<file path="config.mk">
export PLATFORM = sky130hd
export DESIGN_NAME = mtrx_fb_ctrl
export DESIGN_NICKNAME = d
export VERILOG_FILES = /design/src/rtl/mtrx_pkg.sv /design/src/rtl/mtrx_fill_engine.sv /design/src/rtl/mtrx_fb_ctrl.sv
export SDC_FILE = /design/constraint.sdc
export NUM_CORES = 1
export LEC_CHECK = 0
export ABC_AREA = 0
export CORE_ASPECT_RATIO = 2
export CORE_MARGIN = 2
export CORE_UTILIZATION = 55
export CTS_CLUSTER_DIAMETER = 60
export DETAILED_ROUTE_END_ITERATION = 10
export PLACE_DENSITY = 0.89
export SKIP_LAST_GASP = 1
export SLEW_MARGIN = 20
export SYNTH_ARGS = -nofsm -noshare
export SYNTH_HDL_FRONTEND = slang
export SYNTH_SLANG_ARGS = --single-unit
</file>
<file path="constraint.sdc">
create_clock -name clk -period 6 [get_ports clk]
set_input_delay 1.8 -clock clk [delete_from_list [all_inputs] [get_ports clk]]
set_output_delay 1.8 -clock clk [all_outputs]
set_load 0.01 [all_outputs]
</file>
<file path="src/rtl/mtrx_pkg.sv">
// Shared definitions for the LED matrix frame buffer side-bus controller:
// register offsets, STATUS bit positions and the fill engine state type.
package mtrx_pkg;

    localparam int DEF_ADDR_W = 14;
    localparam int DEF_DATA_W = 12;

    localparam logic [15:0] OFS_ADDR     = 16'd0;
    localparam logic [15:0] OFS_DATA     = 16'd1;
    localparam logic [15:0] OFS_SELECT   = 16'd2;
    localparam logic [15:0] OFS_FILL_CNT = 16'd3;
    localparam logic [15:0] OFS_FILL_GO  = 16'd4;
    localparam logic [15:0] OFS_STATUS   = 16'd5;

    localparam int ST_BUSY   = 0;
    localparam int ST_SWAP   = 1;
    localparam int ST_CUR    = 2;
    localparam int ST_REJECT = 3;

    typedef enum logic {
        FILL_IDLE,
        FILL_RUN
    } fill_state_t;

endpackage

</file>
<file path="src/rtl/mtrx_fill_engine.sv">
// Fill engine: paints a run of pixels with one colour, offering one write per cycle
// one cycle ahead of the frame buffer port; a stall holds the run without losing a pixel.
module mtrx_fill_engine
    import mtrx_pkg::*;
#(
    parameter int ADDR_W = DEF_ADDR_W,
    parameter int DATA_W = DEF_DATA_W
) (
    input  logic              clk,
    input  logic              rst,
    input  logic              start,
    input  logic [ADDR_W-1:0] start_base,
    input  logic [ADDR_W-1:0] start_cnt,
    input  logic [DATA_W-1:0] start_colour,
    input  logic              stall,
    output logic              busy,
    output logic              issue,
    output logic [ADDR_W-1:0] issue_addr,
    output logic [DATA_W-1:0] issue_data
);

    fill_state_t       state, state_nxt;
    logic [ADDR_W-1:0] ptr, ptr_nxt;
    logic [ADDR_W:0]   remain, remain_nxt;
    logic [DATA_W-1:0] colour, colour_nxt;
    logic [ADDR_W:0]   full_cnt;

    // A zero count stands for the whole frame buffer.
    assign full_cnt = (start_cnt == '0) ? {1'b1, {ADDR_W{1'b0}}} : {1'b0, start_cnt};
    assign busy     = (state == FILL_RUN);

    always_ff @(posedge clk or posedge rst) begin
        if (rst) begin
            state  <= FILL_IDLE;
            ptr    <= '0;
            remain <= '0;
            colour <= '0;
        end else begin
            state  <= state_nxt;
            ptr    <= ptr_nxt;
            remain <= remain_nxt;
            colour <= colour_nxt;
        end
    end

    always_comb begin
        state_nxt  = state;
        ptr_nxt    = ptr;
        remain_nxt = remain;
        colour_nxt = colour;
        issue      = 1'b0;
        issue_addr = ptr;
        issue_data = colour;
        case (state)
            FILL_IDLE: begin
                if (start) begin
                    state_nxt  = FILL_RUN;
                    colour_nxt = start_colour;
                    issue_addr = start_base;
                    issue_data = start_colour;
                    if (stall) begin
                        ptr_nxt    = start_base;
                        remain_nxt = full_cnt;
                    end else begin
                        issue      = 1'b1;
                        ptr_nxt    = start_base + 1'b1;
                        remain_nxt = full_cnt - 1'b1;
                    end
                end
            end
            FILL_RUN: begin
                // Stay busy through the cycle carrying the last pixel.
                if (remain == '0) begin
                    state_nxt = FILL_IDLE;
                end else if (!stall) begin
                    issue      = 1'b1;
                    ptr_nxt    = ptr + 1'b1;
                    remain_nxt = remain - 1'b1;
                end
            end
            default: state_nxt = FILL_IDLE;
        endcase
    end

endmodule

</file>
<file path="src/rtl/mtrx_fb_ctrl.sv">
// Side-bus controller for the LED matrix frame buffer write port: host registers,
// arbitration between host writes and the fill engine, read path and buffer swap sequencing.
module mtrx_fb_ctrl
    import mtrx_pkg::*;
#(
    parameter logic [15:0] BASE_ADDR = 16'd8,
    parameter int          ADDR_W    = DEF_ADDR_W,
    parameter int          DATA_W    = DEF_DATA_W
) (
    input  logic              clk,
    input  logic              rst,
    input  logic              sb_wr,
    input  logic              sb_rd,
    input  logic [15:0]       sb_addr,
    input  logic [15:0]       sb_wr_data,
    output logic [15:0]       sb_rd_data,
    output logic              sb_rd_hit,
    output logic              mtrx_wr,
    output logic [ADDR_W-1:0] mtrx_wr_addr,
    output logic [DATA_W-1:0] mtrx_wr_data,
    output logic              buffer_select,
    input  logic              buffer_current,
    output logic              busy
);

    logic [15:0]       ofs;
    logic              in_range;
    logic              wr_addr, wr_data, wr_select, wr_cnt, wr_go;
    logic              fill_start, fill_rej, rd_status;
    logic [ADDR_W-1:0] host_ptr;
    logic [ADDR_W-1:0] fill_cnt;
    logic              req_sel;
    logic              fill_reject;
    logic              swap_pending;
    logic              fill_issue;
    logic [ADDR_W-1:0] fill_addr;
    logic [DATA_W-1:0] fill_data;
    logic [15:0]       rd_val;
    logic              rd_valid;

    // Addresses below BASE_ADDR wrap to large offsets and fall out of range.
    assign ofs       = sb_addr - BASE_ADDR;
    assign in_range  = (sb_addr >= BASE_ADDR) && (ofs <= OFS_STATUS);
    assign wr_addr   = sb_wr && in_range && (ofs == OFS_ADDR);
    assign wr_data   = sb_wr && in_range && (ofs == OFS_DATA);
    assign wr_select = sb_wr && in_range && (ofs == OFS_SELECT);
    assign wr_cnt    = sb_wr && in_range && (ofs == OFS_FILL_CNT);
    assign wr_go     = sb_wr && in_range && (ofs == OFS_FILL_GO);
    assign rd_status = sb_rd && in_range && (ofs == OFS_STATUS);

    assign fill_start   = wr_go && !busy;
    assign fill_rej     = wr_go && busy;
    assign swap_pending = (req_sel != buffer_select) || (buffer_select != buffer_current);

    mtrx_fill_engine #(
        .ADDR_W (ADDR_W),
        .DATA_W (DATA_W)
    ) u_fill (
        .clk          (clk),
        .rst          (rst),
        .start        (fill_start),
        .start_base   (host_ptr),
        .start_cnt    (fill_cnt),
        .start_colour (sb_wr_data[DATA_W-1:0]),
        .stall        (wr_data),
        .busy         (busy),
        .issue        (fill_issue),
        .issue_addr   (fill_addr),
        .issue_data   (fill_data)
    );

    always_ff @(posedge clk or posedge rst) begin
        if (rst) begin
            host_ptr      <= '0;
            fill_cnt      <= '0;
            req_sel       <= 1'b0;
            buffer_select <= 1'b0;
            fill_reject   <= 1'b0;
        end else begin
            if (wr_addr) begin
                host_ptr <= sb_wr_data[ADDR_W-1:0];
            end else if (wr_data) begin
                host_ptr <= host_ptr + 1'b1;
            end
            if (wr_cnt) begin
                fill_cnt <= sb_wr_data[ADDR_W-1:0];
            end
            if (wr_select) begin
                req_sel <= sb_wr_data[0];
            end
            // A swap only lands while no fill is running or being launched.
            if (!busy && !fill_start) begin
                buffer_select <= req_sel;
            end
            if (fill_rej) begin
                fill_reject <= 1'b1;
            end else if (rd_status) begin
                fill_reject <= 1'b0;
            end
        end
    end

    // Host data writes win the port; the fill engine is stalled in the same cycle.
    always_ff @(posedge clk or posedge rst) begin
        if (rst) begin
            mtrx_wr      <= 1'b0;
            mtrx_wr_addr <= '0;
            mtrx_wr_data <= '0;
        end else if (wr_data) begin
            mtrx_wr      <= 1'b1;
            mtrx_wr_addr <= host_ptr;
            mtrx_wr_data <= sb_wr_data[DATA_W-1:0];
        end else if (fill_issue) begin
            mtrx_wr      <= 1'b1;
            mtrx_wr_addr <= fill_addr;
            mtrx_wr_data <= fill_data;
        end else begin
            mtrx_wr <= 1'b0;
        end
    end

    always_comb begin
        rd_val   = 16'h0000;
        rd_valid = 1'b0;
        if (in_range) begin
            case (ofs)
                OFS_ADDR: begin
                    rd_val   = 16'(host_ptr);
                    rd_valid = 1'b1;
                end
                OFS_SELECT: begin
                    rd_val   = {13'b0, swap_pending, buffer_current, buffer_select};
                    rd_valid = 1'b1;
                end
                OFS_FILL_CNT: begin
                    rd_val   = 16'(fill_cnt);
                    rd_valid = 1'b1;
                end
                OFS_STATUS: begin
                    rd_val   = {12'b0, fill_reject, buffer_current, swap_pending, busy};
                    rd_valid = 1'b1;
                end
                default: begin
                    rd_val   = 16'h0000;
                    rd_valid = 1'b0;
                end
            endcase
        end
    end

    always_ff @(posedge clk or posedge rst) begin
        if (rst) begin
            sb_rd_data <= 16'hFFFF;
            sb_rd_hit  <= 1'b0;
        end else if (sb_rd) begin
            sb_rd_hit <= rd_valid;
            if (rd_valid) begin
                sb_rd_data <= rd_val;
            end
        end else begin
            sb_rd_hit <= 1'b0;
        end
    end

endmodule

</file>
==> flow_metrics.tcl <==
set metrics [dict create \
    status "complete, no violations" \
    crit_family "simple AND/OR/NAND/NOR gates" \
    port_buffers 80 \
    drive_gt1_share_pct 15.5 \
    gp_congestion 0.952 \
    synth_top_cell_by_area "dfrtp_1" \
    grt_max_degree 59 \
    grt_pass1_wl_um 31600 \
    synth_flop_cell "dfrtp_1" \
    fin_ws_ps 1160 \
    worstPathCellList "clkdlybuf4s50_1 > nand2b_1 > nor2_1 > nand4_1 > or2_1 > o21ai_4 > buf_16 > nor2_1 > a21oi_1" \
    slew-limit-headroom_pct 27.5 \
    cts.reportedPaths.clkPinSlew_ps 60 \
    yosysSeqAreaShare_pct 43.5 \
    first_pass_iters 6 \
    wl_um 19900 \
    clk_latency_ps 430 \
    synth_area_sq_um 6710 \
    viasPerCell 6.64 \
    placed_cells 896 \
    tns_ps 0 \
    rows 57 \
    hold_viol_final 0 \
    core_area_sq_um 12100 \
    ys_warn_count 0 \
    place_ws_ps 737 \
    n_fill_cell 892 \
    power.total_mw 1.89 \
    multi_input_area_sq_um 3450 \
    path_class "in2reg" \
    drtIter0Drc 712 \
    cpMostUsedCell "nor2_1" \
    fin_cells 929 \
    ios 83 \
    synth_edf_count 0 \
    drcViolationCount 0 \
    grt_pass1_vias 6301 \
    initial_core_util_pct 55.7 \
    ys_async_sr_fraction_pct 100 \
    critPathMaxFanout 37 \
    hold_buffers 0 \
    cts_resized 0 \
    synth-seq-cells 116 \
    cts_setup_buffers 0 \
    power_density_nw_per_um2 232 \
    via_count 6167 \
    cp-start-kind "primary input" \
    synth_top_cells_by_count "dfrtp_1, nand2_1, nor2_1, a21oi_1, o21ai_0" \
    synth_compound_gate_area_share_pct 18.7 \
    wl_per_cell_um 21.4 \
    crit_required_ps 6350 \
    cts_buffer_depth 2 \
    die_w_um 82.1 \
    cp_slowest_stage_delay_ps 720 \
    min_path_type "reg2reg" \
    synthAdderAreaFrac_pct 0.932 \
    ff2ff_setup_slack_ps 2910 \
    path_buf_inv 2 \
    clock_sinks 116 \
    slowest_stage "or2_1" \
    fin_util_pct 67.7 \
    max_freq_mhz 207 \
    antenna_found_initial 0 \
    cts-root-buf "clkbuf_16" \
    synth_cells 709 \
    vdd_drop_max_v 0.000264 \
    synth_top_area_share_pct 37.7 \
    ys_types 77 \
    synth_top_family_by_area "simple AND/OR/NAND/NOR gates" \
    min_period_ps 4840 \
    avgSynthCellArea_sq_um 9.47 \
    syn-num-nets 751 \
    grt_use_total_pct 32.1 \
    synth_most_common_cell "dfrtp_1" \
    cap_viol_max_count 0 \
    dp_hpwl_um 13900 \
    area_growth_pct 21.5 \
    cts_max_level 4 \
    die_area_sq_um 13200 \
    synth-simple-area-share_pct 19.3 \
    cts_tree "built" \
    slew_viol_final 0 \
    setup_viol_count_final 0 \
    ff_latch_area_sq_um 2920 \
    min_period_over_period_pct 80.6 \
    p_leak_nw 3.56 \
    cts_inserted_buffers 17 \
    tightest_slew_ps 1090 \
    antenna_left 0 \
    arrival_ps 5180 \
    grt-ovfl-total 0 \
    fin_nets 812 \
    synth_xor_area_share_pct 2.87 \
    yosys-top-cells-area "dfrtp_1, dfstp_2, mux2_2" \
    skew_ps 5.72 \
    yosys-mux-area-fraction_pct 9.38 \
    rsz0062_at_grt "false" \
    endpoint_kind "register" \
    diodes 0 \
    die_h_um 160 \
]
==> flip-flops by register name, summed over array words and instances, names as in the netlist <==
signal	flops
fill_reject	1
req_sel	1
u_fill.busy	1
fill_cnt	14
sb_rd_hit	1
host_ptr	14
u_fill.remain	15
u_fill.ptr	14
mtrx_wr_data	12
mtrx_wr_addr	14
sb_rd_data	15
mtrx_wr	1
u_fill.colour	12
buffer_select	1
==> layout make-up <==
type,count,area share [%]
sequential,116,35.8
tap,147,2.25
inverter,17,0.813
clock buffer,18,5.38
clock inverter,13,1.67
timing repair buffer,96,11.8
multi-input combinational,522,42.3
==> cell families after synthesis <==
logic type | count (synthesis)
AOI/OAI and AO/OA | 182
xor gates and xnor gates | 22
adders and majority gates | 5
buffers and inverters | 71
DFF | 116
muxes | 59
and+or+nand+nor | 254
==> placed cells by master (no fill, tap or decap), types with 11 or more instances in the layout <==
cell / synthesis / final
o31ai_1: 13 / 13
nand2_1: 72 / 72
o21ai_0: 41 / 41
nand3_1: 18 / 18
mux2_2: 31 / 31
nor3_1: 14 / 14
dfstp_2: 15 / 15
a21oi_1: 46 / 46
inv_1: 17 / 16
mux2i_1: 28 / 28
dfrtp_1: 101 / 101
nor2_1: 64 / 64
clkbuf_16: 0 / 17
buf_4: 1 / 14
a22oi_1: 11 / 11
xnor2_1: 17 / 17
and3_1: 13 / 13
clkdlybuf4s50_1: 0 / 80
==> worst register-to-register path, cell delays in order (launching register included) <==
cell	delay [ps]
dfrtp_1	420
inv_1	80
ha_1	170
or3b_1	450
nor4_4	380
nand2_1	150
o32ai_2	240
or2_1	560
o21ai_1	160
a221o_1	370
==> report_power, final <==
group | switching, mW | internal [mW] | total, mW
clock network | 0.371 | 0.616 | 0.987
logic | 0.0601 | 0.0465 | 0.107
registers | 0.00836 | 0.792 | 0.800
==> worst paths after layout <==
| path | startpoint | endpoint | depth (start not counted) |
|---|---|---|---|
| max in group asynchronous | rst | sb_rd_data[0]$_DFFE_PP1P_ | 3 |
| worst max register to register | u_fill.remain[0]$_DFFE_PP0P_ | u_fill.ptr[6]$_DFFE_PP0P_ | 9 |
| min in group asynchronous | rst | mtrx_wr_addr[10]$_DFFE_PP0P_ | 2 |
| worst min register to register | sb_rd_data[11]$_DFFE_PP1P_ | sb_rd_data[11]$_DFFE_PP1P_ | 2 |
| worst max-delay path | sb_addr[1] | mtrx_wr_data[8]$_DFFE_PP0P_ | 9 |
| worst min-delay path | sb_rd_data[11]$_DFFE_PP1P_ | sb_rd_data[11]$_DFFE_PP1P_ | 2 |
==> per-layer routing <==
metal / GRT usage, % / up-vias / wire (um)
met3: 8.47 / 125 / 1420
met1: 34.2 / 2983 / 6530
met4: 22.0 / 0 / 1570
li1: - / 2702 / -
met5: 0 / - / 0
met2: 53.3 / 357 / 10400
==> through the flow <==
stage                     cell area (sq um)  hold slack, ps
after floorplan                        6710             466
after global placement                 7530             469
after detailed placement               7530             467
after CTS                              8100             474
after global routing                   8160             487
final                                  8160             472
(Power assumes the default switching activity.)
